### config.mk
export PLATFORM = sky130hd
export DESIGN_NAME = car_line_seq_flat
export DESIGN_NICKNAME = d
export VERILOG_FILES = /design/src/rtl/car_line_seq_if.sv /design/src/rtl/car_line_seq.sv /design/src/flat_wrapper.sv
export SDC_FILE = /design/constraint.sdc
export NUM_CORES = 1
export LEC_CHECK = 0
export CAP_MARGIN = 10
export CORE_MARGIN = 1
export CORE_UTILIZATION = 40
export DETAILED_ROUTE_END_ITERATION = 7
export GPL_ROUTABILITY_DRIVEN = 0
export PLACE_DENSITY = 0.63
export SKIP_LAST_GASP = 1
export SYNTH_ARGS = -nofsm -noshare
export SYNTH_HDL_FRONTEND = slang
export SYNTH_SLANG_ARGS = --single-unit
### constraint.sdc
create_clock -name clk -period 2.4 [get_ports clk]
set_input_delay 0.48 -clock clk [delete_from_list [all_inputs] [get_ports clk]]
set_output_delay 0.48 -clock clk [all_outputs]
set_load 0.01 [all_outputs]
### src/rtl/car_line_seq_if.sv
// Motor-controller handshake bundle for car_line_seq.
// master: the sensor/command side (drives start, abort, speed, sensors).
// slave:  the sequencer itself (drives md1..md4, state, done).
interface car_line_seq_if #(
  parameter int PWM_BITS = 8
);
  logic                start;
  logic                abort;
  logic [PWM_BITS-1:0] speed;
  logic                infL;
  logic                infR;
  logic                md1;
  logic                md2;
  logic                md3;
  logic                md4;
  logic [2:0]          state;
  logic                done;

  modport master (
    output start, abort, speed, infL, infR,
    input  md1, md2, md3, md4, state, done
  );

  modport slave (
    input  start, abort, speed, infL, infR,
    output md1, md2, md3, md4, state, done
  );
endinterface

### src/rtl/car_line_seq.sv
// car_line_seq: line-following car drive sequencer.
// Synchronises and debounces the IR sensors, runs the drive FSM and emits
// PWM-gated, registered H-bridge controls md1..md4.
// Optional feature macro: CAR_PIVOT_TURN_EN (inner wheel reverses during turns).
//
// state  | meaning
// IDLE   | motors off, waiting for start
// FWD    | both wheels forward at duty_q
// TURN_L | right wheel forward, left wheel off (or reverse when pivoting)
// TURN_R | left wheel forward, right wheel off (or reverse when pivoting)
// MARK   | both sensors on black, motors off, timing the stop marker
// HALT   | marker confirmed, motors off, done=1, waiting for start
module car_line_seq #(
  parameter int DEB_CYC  = 16,
  parameter int MARK_CYC = 1000,
  parameter int PWM_BITS = 8
) (
  input logic           clk,
  input logic           reset,
  car_line_seq_if.slave bus
);

  typedef enum logic [2:0] {
    S_IDLE   = 3'd0,
    S_FWD    = 3'd1,
    S_TURN_L = 3'd2,
    S_TURN_R = 3'd3,
    S_MARK   = 3'd4,
    S_HALT   = 3'd5
  } state_t;

  localparam logic [15:0] DEB_TC  = 16'(DEB_CYC);
  localparam logic [15:0] MARK_TC = 16'(MARK_CYC - 1);

  state_t              state_q, state_n;
  logic [1:0]          sync1, sync2, prev, filt;
  logic [15:0]         deb_cnt, deb_nxt;
  logic [15:0]         mark_cnt, mark_n;
  logic [PWM_BITS-1:0] pwm_cnt, duty_q, duty_n;
  logic                pwm_on;
  logic                md1_n, md2_n, md3_n, md4_n;
  logic                md1_q, md2_q, md3_q, md4_q, done_q;

  // {L,R} bit order matches the 2-bit drive decode below.
  function automatic state_t decode(input logic [1:0] f);
    case (f)
      2'b00:   return S_FWD;
      2'b10:   return S_TURN_L;
      2'b01:   return S_TURN_R;
      default: return S_MARK;
    endcase
  endfunction

  // A new synced value counts as its own first stable sample.
  always_comb deb_nxt = (sync2 != prev) ? 16'd1 : deb_cnt + 16'd1;

  // Sensor synchroniser and debounce filter.
  always_ff @(posedge clk) begin
    if (reset) begin
      sync1   <= 2'b00;
      sync2   <= 2'b00;
      prev    <= 2'b00;
      filt    <= 2'b00;
      deb_cnt <= 16'd0;
    end else begin
      sync1 <= {bus.infL, bus.infR};
      sync2 <= sync1;
      prev  <= sync2;
      if (sync2 == filt) begin
        deb_cnt <= 16'd0;
      end else if (deb_nxt >= DEB_TC) begin
        filt    <= sync2;
        deb_cnt <= 16'd0;
      end else begin
        deb_cnt <= deb_nxt;
      end
    end
  end

  // Free-running PWM carrier.
  always_ff @(posedge clk) begin
    if (reset) pwm_cnt <= '0;
    else       pwm_cnt <= pwm_cnt + PWM_BITS'(1);
  end

  // Next-state, duty and marker-count decode; abort overrides start and sensors.
  always_comb begin
    state_n = state_q;
    duty_n  = duty_q;
    mark_n  = mark_cnt;
    if (bus.abort) begin
      state_n = S_IDLE;
      mark_n  = 16'd0;
    end else begin
      case (state_q)
        S_IDLE, S_HALT: begin
          if (bus.start) begin
            state_n = S_FWD;
            duty_n  = bus.speed;
          end
        end
        S_FWD, S_TURN_L, S_TURN_R: begin
          state_n = decode(filt);
          if (state_n == S_MARK) mark_n = 16'd0;
        end
        S_MARK: begin
          if (filt == 2'b11) begin
            if (mark_cnt >= MARK_TC) begin
              state_n = S_HALT;
              mark_n  = 16'd0;
            end else begin
              mark_n = mark_cnt + 16'd1;
            end
          end else begin
            state_n = decode(filt);
            mark_n  = 16'd0;
          end
        end
        default: state_n = S_IDLE;
      endcase
    end
  end

  // Duty compares against the duty in force after this edge so a fresh start drives at once.
  always_comb pwm_on = (pwm_cnt < duty_n);

  // Per-state wheel drive; forward and reverse of one wheel are never set together.
  always_comb begin
    md1_n = 1'b0;
    md2_n = 1'b0;
    md3_n = 1'b0;
    md4_n = 1'b0;
    case (state_n)
      S_FWD: begin
        md1_n = pwm_on;
        md3_n = pwm_on;
      end
      S_TURN_L: begin
        md3_n = pwm_on;
`ifdef CAR_PIVOT_TURN_EN
        md2_n = pwm_on;
`endif
      end
      S_TURN_R: begin
        md1_n = pwm_on;
`ifdef CAR_PIVOT_TURN_EN
        md4_n = pwm_on;
`endif
      end
      default: ;
    endcase
  end

  // FSM state and registered outputs, all updated on the same edge.
  always_ff @(posedge clk) begin
    if (reset) begin
      state_q  <= S_IDLE;
      duty_q   <= '0;
      mark_cnt <= 16'd0;
      md1_q    <= 1'b0;
      md2_q    <= 1'b0;
      md3_q    <= 1'b0;
      md4_q    <= 1'b0;
      done_q   <= 1'b0;
    end else begin
      state_q  <= state_n;
      duty_q   <= duty_n;
      mark_cnt <= mark_n;
      md1_q    <= md1_n;
      md2_q    <= md2_n;
      md3_q    <= md3_n;
      md4_q    <= md4_n;
      done_q   <= (state_n == S_HALT);
    end
  end

  assign bus.md1   = md1_q;
  assign bus.md2   = md2_q;
  assign bus.md3   = md3_q;
  assign bus.md4   = md4_q;
  assign bus.done  = done_q;
  assign bus.state = state_q;

endmodule

### src/flat_wrapper.sv
// flat-port wrapper written by rule: the top's interface ports become plain ports
module car_line_seq_flat 
#(
  parameter int DEB_CYC  = 16,
  parameter int MARK_CYC = 1000,
  parameter int PWM_BITS = 8
)
  (clk, reset, bus_start, bus_abort, bus_speed, bus_infL, bus_infR, bus_md1, bus_md2, bus_md3, bus_md4, bus_state, bus_done);
  car_line_seq_if #(.PWM_BITS(PWM_BITS)) bus_i ();
  input logic clk;
  input logic reset;
  input wire logic [$bits(bus_i.start)-1:0] bus_start;
  input wire logic [$bits(bus_i.abort)-1:0] bus_abort;
  input wire logic [$bits(bus_i.speed)-1:0] bus_speed;
  input wire logic [$bits(bus_i.infL)-1:0] bus_infL;
  input wire logic [$bits(bus_i.infR)-1:0] bus_infR;
  output wire logic [$bits(bus_i.md1)-1:0] bus_md1;
  output wire logic [$bits(bus_i.md2)-1:0] bus_md2;
  output wire logic [$bits(bus_i.md3)-1:0] bus_md3;
  output wire logic [$bits(bus_i.md4)-1:0] bus_md4;
  output wire logic [$bits(bus_i.state)-1:0] bus_state;
  output wire logic [$bits(bus_i.done)-1:0] bus_done;
  assign bus_i.start = bus_start;
  assign bus_i.abort = bus_abort;
  assign bus_i.speed = bus_speed;
  assign bus_i.infL = bus_infL;
  assign bus_i.infR = bus_infR;
  assign bus_md1 = bus_i.md1;
  assign bus_md2 = bus_i.md2;
  assign bus_md3 = bus_i.md3;
  assign bus_md4 = bus_i.md4;
  assign bus_state = bus_i.state;
  assign bus_done = bus_i.done;
  car_line_seq #(.DEB_CYC(DEB_CYC), .MARK_CYC(MARK_CYC), .PWM_BITS(PWM_BITS)) u_core (.clk(clk), .reset(reset), .bus(bus_i));
endmodule
After elaboration in Yosys (flattened, before gate mapping)
Cells that the tools add are included.
W data, S select, Z words.
{"block": "word_totals", "reg_bits": 62, "word_cells": 66}
{"block": "classes", "addsub": 3, "magnitude_cmp": 3, "eq_ne": 16, "muxes": 16, "bitwise_logic": 3, "reduce_logical": 13}
{"operator": "$mux W16", "n": 4}
{"operator": "$add A16 B1 Y16 const B", "n": 2}
{"operator": "$pmux W16 S2", "n": 1}
{"operator": "$mux W8", "n": 3}
{"operator": "$mux W3", "n": 6}
{"operator": "$pmux W3 S3", "n": 2}
{"operator": "$ge A16 B10 Y1 const B", "n": 1}
{"operator": "$ge A16 B5 Y1 const B", "n": 1}
{"operator": "$eq A3 B2 Y1 const B", "n": 4}
{"operator": "$eq A3 B3 Y1 const B", "n": 4}
{"operator": "$reduce_or A2 Y1", "n": 6}
{"operator": "$add A8 B1 Y8 const B", "n": 1}
{"operator": "$lt A8 B8 Y1", "n": 1}
{"operator": "$eq A3 B1 Y1 const B", "n": 2}
{"operator": "$reduce_or A3 Y1", "n": 2}
{"operator": "$eq A2 B2 Y1 const B", "n": 2}
{"operator": "$reduce_and A2 Y1", "n": 2}
{"operator": "$logic_not A3 Y1", "n": 1}
{"operator": "$not A1 Y1", "n": 3}
{"operator": "$eq A2 B1 Y1 const B", "n": 1}
{"operator": "$eq A2 B2 Y1", "n": 1}
{"operator": "$logic_not A2 Y1", "n": 1}
{"operator": "$ne A2 B1 Y1 const B", "n": 1}
{"operator": "$ne A2 B2 Y1", "n": 1}
{"operator": "$reduce_bool A2 Y1", "n": 1}

Depth between registers and ports, before layout
Gate-level depths: netlist (run 1).
{"block": "logic_depth", "word_depth": 10, "ltp_mapped": 12, "mapped_depth_nobuf": 10}

Least setup slack after synthesis (run 1)
Ideal clock, no wire load.
{"block": "synth_timing", "path_type": "input-to-reg", "from": "input bus_abort", "to": "register u_core.md3_q (netlist: u_core.bus.md3)", "setup_time_ps": 78, "arrival_time_ps": 2483, "setup_slack_ps": -161, "path_stages": 10, "n_path_buf": 2, "cell_sequence": "clkbuf_1 nor4b_1 buf_2 mux2i_1 ha_1 a21o_1 a211oi_1 o211a_1 o211ai_1 nor3_1"}
{"block": "synth_between", "elab_chain_len": 5, "elab_cells_between_ends": 8}
{"item": "start: declaration", "line_no": "flat_wrapper.sv:13", "rtl": "input wire logic [$bits(bus_i.abort)-1:0] bus_abort;"}
{"item": "parallel branches: the longest is 5 deep, another holds $lt A8 B8 Y1"}
{"item": "end signal: assignment", "line_no": "car_line_seq.sv:171", "rtl": "md3_q <= md3_n;"}
{"item": "end: declaration", "line_no": "car_line_seq.sv:42", "rtl": "logic md1_q, md2_q, md3_q, md4_q, done_q;"}
Parallel ways; which one is timed is not known.
A chain may end at the register's enable or synchronous reset.

Final worst setup path (run 1)
{"block": "layout_timing", "from": "register u_core.state_q[2] (netlist: u_core.bus.state[2])", "to": "register u_core.md1_q (netlist: u_core.bus.md1)"}
{"block": "layout_between", "elab_chain_len": 8, "elab_cells_between_ends": 21}
{"item": "start: declaration", "line_no": "car_line_seq.sv:35", "rtl": "state_t state_q, state_n;"}
{"item": "start signal: assignment", "line_no": "car_line_seq.sv:166", "rtl": "state_q <= state_n;"}
{"item": "$eq A3 B1 Y1, or another cell as far along", "line_no": "car_line_seq.sv:95", "rtl": "case (state_q)"}
{"item": "$reduce_or A3 Y1, or another cell as far along", "line_no": "car_line_seq.sv:95"}
{"item": "$pmux W3 S3", "line_no": "car_line_seq.sv:95"}
{"item": "$mux W3", "line_no": "car_line_seq.sv:91", "rtl": "if (bus.abort) begin"}
{"item": "$eq A3 B2 Y1 / $eq A3 B1 Y1 (equally long branches)", "line_no": "car_line_seq.sv:133", "rtl": "case (state_n)"}
{"item": "$reduce_or A2 Y1 (no source line)"}
{"item": "$not A1 Y1 (no source line)"}
{"item": "$reduce_or A2 Y1 (no source line)"}
{"item": "end signal: assignment", "line_no": "car_line_seq.sv:169", "rtl": "md1_q <= md1_n;"}
{"item": "end: declaration", "line_no": "car_line_seq.sv:42"}
Several ways; a longest one is shown, not always the timed one.

==> results of run 1 <==
[how the worst max path moves through the flow]
stage / endpoint / slack (ns) / cells after the start
floorplan: u_core.bus.md1 / 0.007 / 11
detailed placement: u_core.bus.md1 / -0.38 / 10
CTS: u_core.bus.md1 / 0.03 / 10
global route: u_core.bus.md1 / -0.07 / 10
finish: u_core.bus.md1 / 0.06 / 10
global placement: u_core.bus.md1 / -0.30 / 10
[placed cells by master, fill, tap and decap left out, types with 4 or more instances in the layout]
| master | netlist | routed |
|---|---|---|
| sky130_fd_sc_hd__nor2_1 | 43 | 43 |
| sky130_fd_sc_hd__and3_1 | 8 | 8 |
| sky130_fd_sc_hd__nor4_1 | 7 | 6 |
| sky130_fd_sc_hd__conb_1 | 1 | 14 |
| sky130_fd_sc_hd__nand4_1 | 4 | 4 |
| sky130_fd_sc_hd__ha_1 | 13 | 12 |
| sky130_fd_sc_hd__nor2b_1 | 10 | 10 |
| sky130_fd_sc_hd__clkbuf_8 | 0 | 9 |
| sky130_fd_sc_hd__bufinv_16 | 0 | 4 |
| sky130_fd_sc_hd__o21ai_0 | 5 | 4 |
| sky130_fd_sc_hd__inv_1 | 9 | 9 |
| sky130_fd_sc_hd__mux2i_1 | 10 | 6 |
| sky130_fd_sc_hd__buf_4 | 2 | 25 |
| sky130_fd_sc_hd__xor2_1 | 14 | 13 |
| sky130_fd_sc_hd__dfxtp_1 | 62 | 61 |
| sky130_fd_sc_hd__nand2_1 | 9 | 9 |
| sky130_fd_sc_hd__clkdlybuf4s50_1 | 0 | 17 |
| sky130_fd_sc_hd__nand3_1 | 12 | 12 |
| sky130_fd_sc_hd__nor3_1 | 11 | 11 |
| sky130_fd_sc_hd__xnor2_1 | 11 | 11 |
[registers in the layout, summed over array words and instances (netlist names)]
signal / cells
u_core.deb_cnt: 16
u_core.mark_cnt: 16
u_core.duty_q: 8
u_core.pwm_cnt: 8
u_core.bus.state: 3
u_core.filt: 2
u_core.prev: 2
u_core.sync1: 2
u_core.sync2: 2
u_core.bus.done: 1
u_core.bus.md1: 1
u_core.bus.md3: 1
[synth_stat cells (all sizes together)]
library cell and n:
nand4 5, nor4 7, o2111ai 1, nor2 43
nor3 11, a31oi 3, inv 9, xor2 14
a41oi 2, a311o 1, a222oi 1, ha 13
or2b 1, nand2 9, nor3b 2, mux2 2
o211a 1, a211o 2, and3 9, a221oi 1
a21oi 1, or2 1, mux2i 10, o21a 2
a211oi 2, a21o 3, a22oi 1, clkbuf 3
nand4b 1, xnor2 11, nand3 14, dfxtp 62
nor2b 10, and4 1, buf 6, o41ai 2
or3 3, o211ai 1, nor4b 2, o21ai 5
conb 1
[worst max-delay path, delay by kind of cell (launching register included)]
kind,cells,cell delay [ns]
compound gates,4,0.58
flops,1,0.33
xor+xnor,1,0.19
simple gates,2,0.46
fa+ha+maj,1,0.23
buf+inv,1,0.18
mux,1,0.27
[repair_timing]
action,in CTS,in global routing
endpoints found under the setup margin,1,7
hold buffers,0,0
gates resized for setup,5,8
pin swaps,3,5
buffers inserted,2,2
gates cloned,0,0
[kinds of logic (layout without fill, tap and decap cells)]
| family | after synthesis | count (layout) | synth area share (%) |
|---|---|---|---|
| xor gates and xnor gates | 25 | 25 | 8.21 |
| adders and majority gates | 13 | 13 | 6.10 |
| other | 1 | 14 | 0.141 |
| muxes | 12 | 12 | 4.60 |
| and+or+nand+nor | 119 | 119 | 23.1 |
| buffers and inverters | 18 | 71 | 2.91 |
| DFF | 62 | 62 | 46.5 |
| AOI/OAI and AO/OA | 29 | 29 | 8.44 |
[per-layer routing]
layer | GRT usage [%] | wire length [um]
met5 | 0 | 0
met4 | 6.93 | 77
met3 | 4.65 | 172
met2 | 23.2 | 2160
met1 | 21.2 | 2600
[layout make-up]
type	count	area [um2]
inverters	9	33.8
clock inverters	7	146
repair buffers	46	407
clock buffers	9	124
well taps	77	96.3
multi-input cells	212	1480
flip-flops and latches	62	1240
fillers	581	2860
[where the power goes]
part	switching, uW	internal, uW	total, uW
sequential	23.8	1060	1080
clock	416	800	1220
combinational	89.1	109	199
[through the flow]
step	setup TNS [ns]	area, um2
2_1_floorplan	0	2750
3_3_place_gp	-0.550	3160
3_5_place_dp	-0.693	3160
4_1_cts	0	3460
5_1_grt	-0.0735	3530
6_report	0	3530
==> metrics.log, run 1 <==
[metrics] height of the die: 83.7 um
[metrics] fraction of layout cells with a size suffix above 1: 18.3%
[metrics] effective utilization at floorplan: 41.8%
[metrics] Worst Hold Margin: 0.429 ns
[metrics] most area-hungry cell type in the Yosys netlist: sky130_fd_sc_hd__dfxtp_1
[metrics] beginning of the worst hold path: u_core.mark_cnt[13]
[metrics] Ant. Diodes: 0
[metrics] overall power: 2500 uW
[metrics] clock tree sinks: 62
[metrics] # H-tree levels: 3
[metrics] shortest clock period the worst path allows after layout: 2.34 ns
[metrics] worst hold endpoint: u_core.mark_cnt[13]
[metrics] Post-Place Worst Slack: -0.382 ns
[metrics] start point of the critical path: u_core.bus.state[2]
[metrics] drt wl/cell: 11.9 um
[metrics] worst reg2reg path startpoint: u_core.bus.state[2]
[metrics] post-layout worst setup margin: 0.0616 ns
[metrics] startpoint-to-endpoint class of the critical path: flop to flop
[metrics] total count of max-transition violations in the final report: 0
[metrics] via-per-instance ratio: 4.89
[metrics] pin count of the biggest net entering global routing: 32
[metrics] total number of nets in the final design: 367
[metrics] Worst path max stage delay: 0.33 ns
[metrics] buffer levels on the longest clock path: 2
[metrics] vias in the first global route: 2045
[metrics] total of max-cap violations: 0
[metrics] DRC viols: 0
[metrics] slowest cell on the critical path: sky130_fd_sc_hd__dfxtp_2
[metrics] timing-limited maximum frequency: 428 MHz
[metrics] clk slew on worst S/H paths: 0.07 ns
[metrics] Critical Path Start Type: flop
[metrics] number of warnings reported in the yosys synthesis log: 0
[metrics] number of library cell types mapped by synthesis: 49
[metrics] Placeable Area: 6390 um2
[metrics] num rows: 29
[metrics] leak pwr: 0.00142 uW
[metrics] number of antenna violations at the first check in global routing: 0
[metrics] sort of element at the end of the critical path: flop
[metrics] required time of the worst setup path: 2.65 ns
[metrics] Finished Core Util: 55.2%
[metrics] Max VDD drop: 0.000484 V
[metrics] portion of the clock cycle consumed by the worst path in the final layout: 97.4%
[metrics] Total Wirelength: 5010 um
[metrics] layout overhead on the synthesized area: 32.2%
[metrics] Worst R2R End: u_core.bus.md1
[metrics] Detail Placement HPWL: 3590 um
[metrics] clock tree from TritonCTS: done
[metrics] power per cell area: 708 nW/um2
[metrics] flop-to-flop setup slack: 0.06 ns
[metrics] run status: finished clean
[metrics] top cells by area in the synthesized netlist: sky130_fd_sc_hd__dfxtp_1 47%, sky130_fd_sc_hd__ha_1 6.1%, sky130_fd_sc_hd__nor2_1 6.1%
[metrics] unrepaired setup endpoints after global routing: true
[metrics] Max Clock Skew: 0.00850 ns
[metrics] Clock Tree Root: sky130_fd_sc_hd__clkbuf_8
[metrics] IO Port Bufs: 19
[metrics] Syn Std Cell Area: 2670 um2
[metrics] maximum fanout along the worst path: 6
[metrics] Gate Count Post-Synth: 279
[metrics] DR iter-0 viols: 80
[metrics] all-layer global routing usage: 15.7%
[metrics] sequential cell area fraction in the yosys report: 46.5%
[metrics] antenna-violating nets left: 0
[metrics] count of final hold-check violations: 0
[metrics] path depth of the worst reg2reg path: 10
[metrics] syn avg cell area: 9.56 um2
[metrics] clock latency reported for the late side of the worst-skew pair: 0.33 ns
[metrics] area share of the leading cell type in the synthesized netlist: 46.5%
[metrics] Synth Register Bits: 62
[metrics] Hold Path Class: flop to flop
[metrics] Critical Path, Cell by Cell: xor2_2, nor4b_4, buf_6, mux2i_4, ha_4, a21o_1, a211oi_2, o211a_1, o211ai_1, nor3_1
[metrics] number of setup violations in the final report: 0
[metrics] Total Die Area: 7000 um2
[metrics] instance count along the most critical hold path: 2
[metrics] die extent in x: 83.7 um
[metrics] overflow left after global routing: 0
[metrics] TritonCTS buffer count: 9
[metrics] slew margin rel.: 63.2%
[metrics] first-pass GRT wire length: 8910 um
[metrics] vias post-DR: 2064
[metrics] post-route non-filler standard cell count: 422
[metrics] number of cells in the design after placement: 402
[metrics] Worst Max-Slew Pin Slew: 0.546 ns
[metrics] Arrival @ worst endpoint: 2.59 ns
[metrics] detailed-routing iteration count for the pre-antenna-repair pass: 4
[metrics] IO Count: 22
Power figures use the tool's default switching activity.
==> run 2, diff against run 1 <==
CORE_MARGIN = unset   (was 1)
==> results of run 2 <==
Final layout, timing and power as in run 1 (identical DEF).
==> run 3, diff against run 2 <==
CELL_PAD_IN_SITES_DETAIL_PLACEMENT = 1   (was unset)
CELL_PAD_IN_SITES_GLOBAL_PLACEMENT = 2   (was unset)
CORE_UTILIZATION = 33   (was 40)
PLACE_DENSITY = 0.77   (was 0.63)
==> metrics.log, run 3 (synthesized netlist as in run 1, its figures left out) <==
[metrics] most common library cell in the layout ignoring fill and taps: sky130_fd_sc_hd__dfxtp_1 (unchanged)
[metrics] leak pwr: 0.00136 uW (was 0.00142 uW)
[metrics] unrepaired setup endpoints after global routing: true (unchanged)
[metrics] Filler Cell Count: 914 (was 581)
[metrics] clock latency reported for the late side of the worst-skew pair: 0.32 ns (was 0.33 ns)
[metrics] number of setup violations in the final report: 0 (unchanged)
[metrics] worst hold endpoint: u_core.mark_cnt[13] (unchanged)
[metrics] drt wl/cell: 12.5 um (was 11.9 um)
[metrics] die extent in x: 91.9 um (was 83.7 um)
[metrics] worst reg2reg path startpoint: u_core.bus.state[2] (unchanged)
[metrics] total of max-cap violations: 0 (unchanged)
[metrics] slew margin rel.: 66.2% (was 63.2%)
[metrics] Worst Max-Slew Pin Slew: 0.502 ns (was 0.546 ns)
[metrics] quantity of hold-fixing buffers added after cts: 0 (unchanged)
[metrics] first-pass GRT wire length: 9790 um (was 8910 um)
[metrics] Arrival @ worst endpoint: 2.62 ns (was 2.59 ns)
[metrics] flop-to-flop setup slack: 0.03 ns (was 0.06 ns)
[metrics] slowest cell on the critical path: sky130_fd_sc_hd__dfxtp_2 (unchanged)
[metrics] # H-tree levels: 3 (unchanged)
[metrics] TritonCTS buffer count: 9 (unchanged)
[metrics] start point of the critical path: u_core.bus.state[2] (unchanged)
[metrics] fraction of layout cells with a size suffix above 1: 18.1% (was 18.3%)
[metrics] area after detailed placement: 3200 um2 (was 3160 um2)
[metrics] all-layer global routing usage: 14.6% (was 15.7%)
[metrics] height of the die: 91.9 um (was 83.7 um)
[metrics] Worst path top cell family by delay: compound AO/OA/AOI/OAI gates (unchanged)
[metrics] required time of the worst setup path: 2.65 ns (about the same)
[metrics] vias post-DR: 2112 (was 2064)
[metrics] Max VDD drop: 0.000308 V (was 0.000484 V)
[metrics] path depth of the worst reg2reg path: 10 (unchanged)
[metrics] DR iter-0 viols: 66 (was 80)
[metrics] Buf/Inv on CP: 1 (unchanged)
[metrics] via-per-instance ratio: 4.75 (was 4.89)
[metrics] Max Clock Skew: 0.00759 ns (was 0.00850 ns)
[metrics] sort of element at the end of the critical path: flop (unchanged)
[metrics] clk slew on worst S/H paths: 0.06 ns (was 0.07 ns)
[metrics] total number of nets in the final design: 366 (was 367)
[metrics] detailed-routing iteration count for the pre-antenna-repair pass: 4 (unchanged)
[metrics] clock tree from TritonCTS: done (unchanged)
[metrics] Detail Placement HPWL: 4160 um (was 3590 um)
[metrics] antenna-violating nets left: 0 (unchanged)
[metrics] count of final hold-check violations: 0 (unchanged)
[metrics] registers with the most flip-flops: u_core.deb_cnt x16, u_core.mark_cnt x16 (unchanged)
[metrics] startpoint-to-endpoint class of the critical path: flop to flop (unchanged)
[metrics] Clock Tree Root: sky130_fd_sc_hd__clkbuf_8 (unchanged)
[metrics] buffer levels on the longest clock path: 2 (unchanged)
[metrics] run status: finished clean (unchanged)
[metrics] num rows: 32 (was 29)
[metrics] DRC viols: 0 (unchanged)
[metrics] overflow left after global routing: 0 (unchanged)
[metrics] pin count of the biggest net entering global routing: 16 (was 32)
[metrics] Critical Path, Cell by Cell: xor2_2, nor4b_2, buf_4, mux2i_4, ha_4, a21o_1, a211oi_2, o211a_1, o211ai_1, nor3_1 (was xor2_2, nor4b_4, buf_6, mux2i_4, ha_4, a21o_1, a211oi_2, o211a_1, o211ai_1, nor3_1)
[metrics] instance count along the most critical hold path: 2 (unchanged)
[metrics] Worst R2R End: u_core.bus.md1 (unchanged)
[metrics] Critical Path Start Type: flop (unchanged)
[metrics] effective utilization at floorplan: 34.3% (was 41.8%)
[metrics] Total Die Area: 8450 um2 (was 7000 um2)
[metrics] clock tree sinks: 62 (unchanged)
[metrics] power per cell area: 605 nW/um2 (was 708 nW/um2)
[metrics] IO Count: 22 (unchanged)
[metrics] beginning of the worst hold path: u_core.mark_cnt[13] (unchanged)
[metrics] IO Port Bufs: 19 (unchanged)
[metrics] Worst Hold Margin: 0.437 ns (was 0.429 ns)
[metrics] Total Wirelength: 5550 um (was 5010 um)
[metrics] Placeable Area: 7770 um2 (was 6390 um2)
[metrics] Worst path max stage delay: 0.33 ns (about the same)
[metrics] portion of the clock cycle consumed by the worst path in the final layout: 98.9% (was 97.4%)
[metrics] vias in the first global route: 2155 (was 2045)
[metrics] shortest clock period the worst path allows after layout: 2.37 ns (was 2.34 ns)
[metrics] number of antenna violations at the first check in global routing: 0 (unchanged)
[metrics] total count of max-transition violations in the final report: 0 (unchanged)
[metrics] overall power: 2080 uW (was 2500 uW)
[metrics] Ant. Diodes: 0 (unchanged)
[metrics] final cell area excluding filler cells: 3430 um2 (was 3530 um2)
[metrics] timing-limited maximum frequency: 421 MHz (was 428 MHz)
[metrics] maximum fanout along the worst path: 6 (unchanged)
[metrics] commonest cells after routing, fill and taps aside: 60 x sky130_fd_sc_hd__dfxtp_1, 43 x sky130_fd_sc_hd__nor2_1, 26 x sky130_fd_sc_hd__buf_4, 17 x sky130_fd_sc_hd__clkdlybuf4s50_1, 14 x sky130_fd_sc_hd__conb_1 (was 61 x sky130_fd_sc_hd__dfxtp_1, 43 x sky130_fd_sc_hd__nor2_1, 25 x sky130_fd_sc_hd__buf_4, 17 x sky130_fd_sc_hd__clkdlybuf4s50_1, 14 x sky130_fd_sc_hd__conb_1)
[metrics] Hold Path Class: flop to flop (unchanged)
[metrics] layout overhead on the synthesized area: 28.6% (was 32.2%)
[run 3: per-stage QoR]
step	setup slack (ns)	cells	utilization [%]	TNS, ns
2_1_floorplan	0.00737	292	-	0
3_3_place_gp	-0.378	429	41.2	-0.709
3_5_place_dp	-0.449	429	41.2	-0.876
4_1_cts	0.0126	444	43.5	0
5_1_grt	-0.137	445	44.2	-0.261
6_report	0.0267	445	44.2	0
[run 3: worst register-to-register path: cells and delay by family (launching register included)]
family | cells | cell delay (ns)
AO/OA/AOI/OAI | 4 | 0.59
XOR/XNOR | 1 | 0.18
adder cells (fa/ha/maj) | 1 | 0.23
buffers and inverters | 1 | 0.23
flip-flops | 1 | 0.33
multiplexers | 1 | 0.28
AND/OR/NAND/NOR | 2 | 0.45
[run 3: where the power goes]
group | switching (uW) | internal [uW]
clock network | 379 | 420
logic | 89.1 | 103
registers | 23.5 | 1060
total | 492 | 1580
[run 3: cell type report]
class                      count  area, um2  share of cell area (%)
clock inverter                 4       22.5                   0.657
clock buffer                  11        151                    4.41
inverter                       9       33.8                   0.985
tap                          102        128                    3.72
multi-input combinational    212       1470                    42.8
timing repair buffer          45        383                    11.2
sequential                    62       1240                    36.3
[run 3: worst max path at each step]
stage	endpoint	slack [ns]	cells after the start
detailed placement	u_core.bus.md1	-0.45	10
finish	u_core.bus.md1	0.03	10
floorplan	u_core.bus.md1	0.007	11
CTS	u_core.bus.md1	0.01	10
global placement	u_core.bus.md1	-0.38	10
global route	u_core.bus.md1	-0.14	10
[run 3: routing by layer]
metal	share of wire, %	wire (um)	global-route usage [%]
met1	47	2590	17.5
met2	49	2740	25.3
met3	2.6	144	2.82
met4	1.4	77	6.25
met5	0	0	0
[run 3: what timing repair did]
item | 4_1_cts | 5_1_grt
resized for setup | 4 | 7
pin swaps | 2 | 4
endpoints found under the setup margin | 2 | 7
setup buffers | 0 | 1
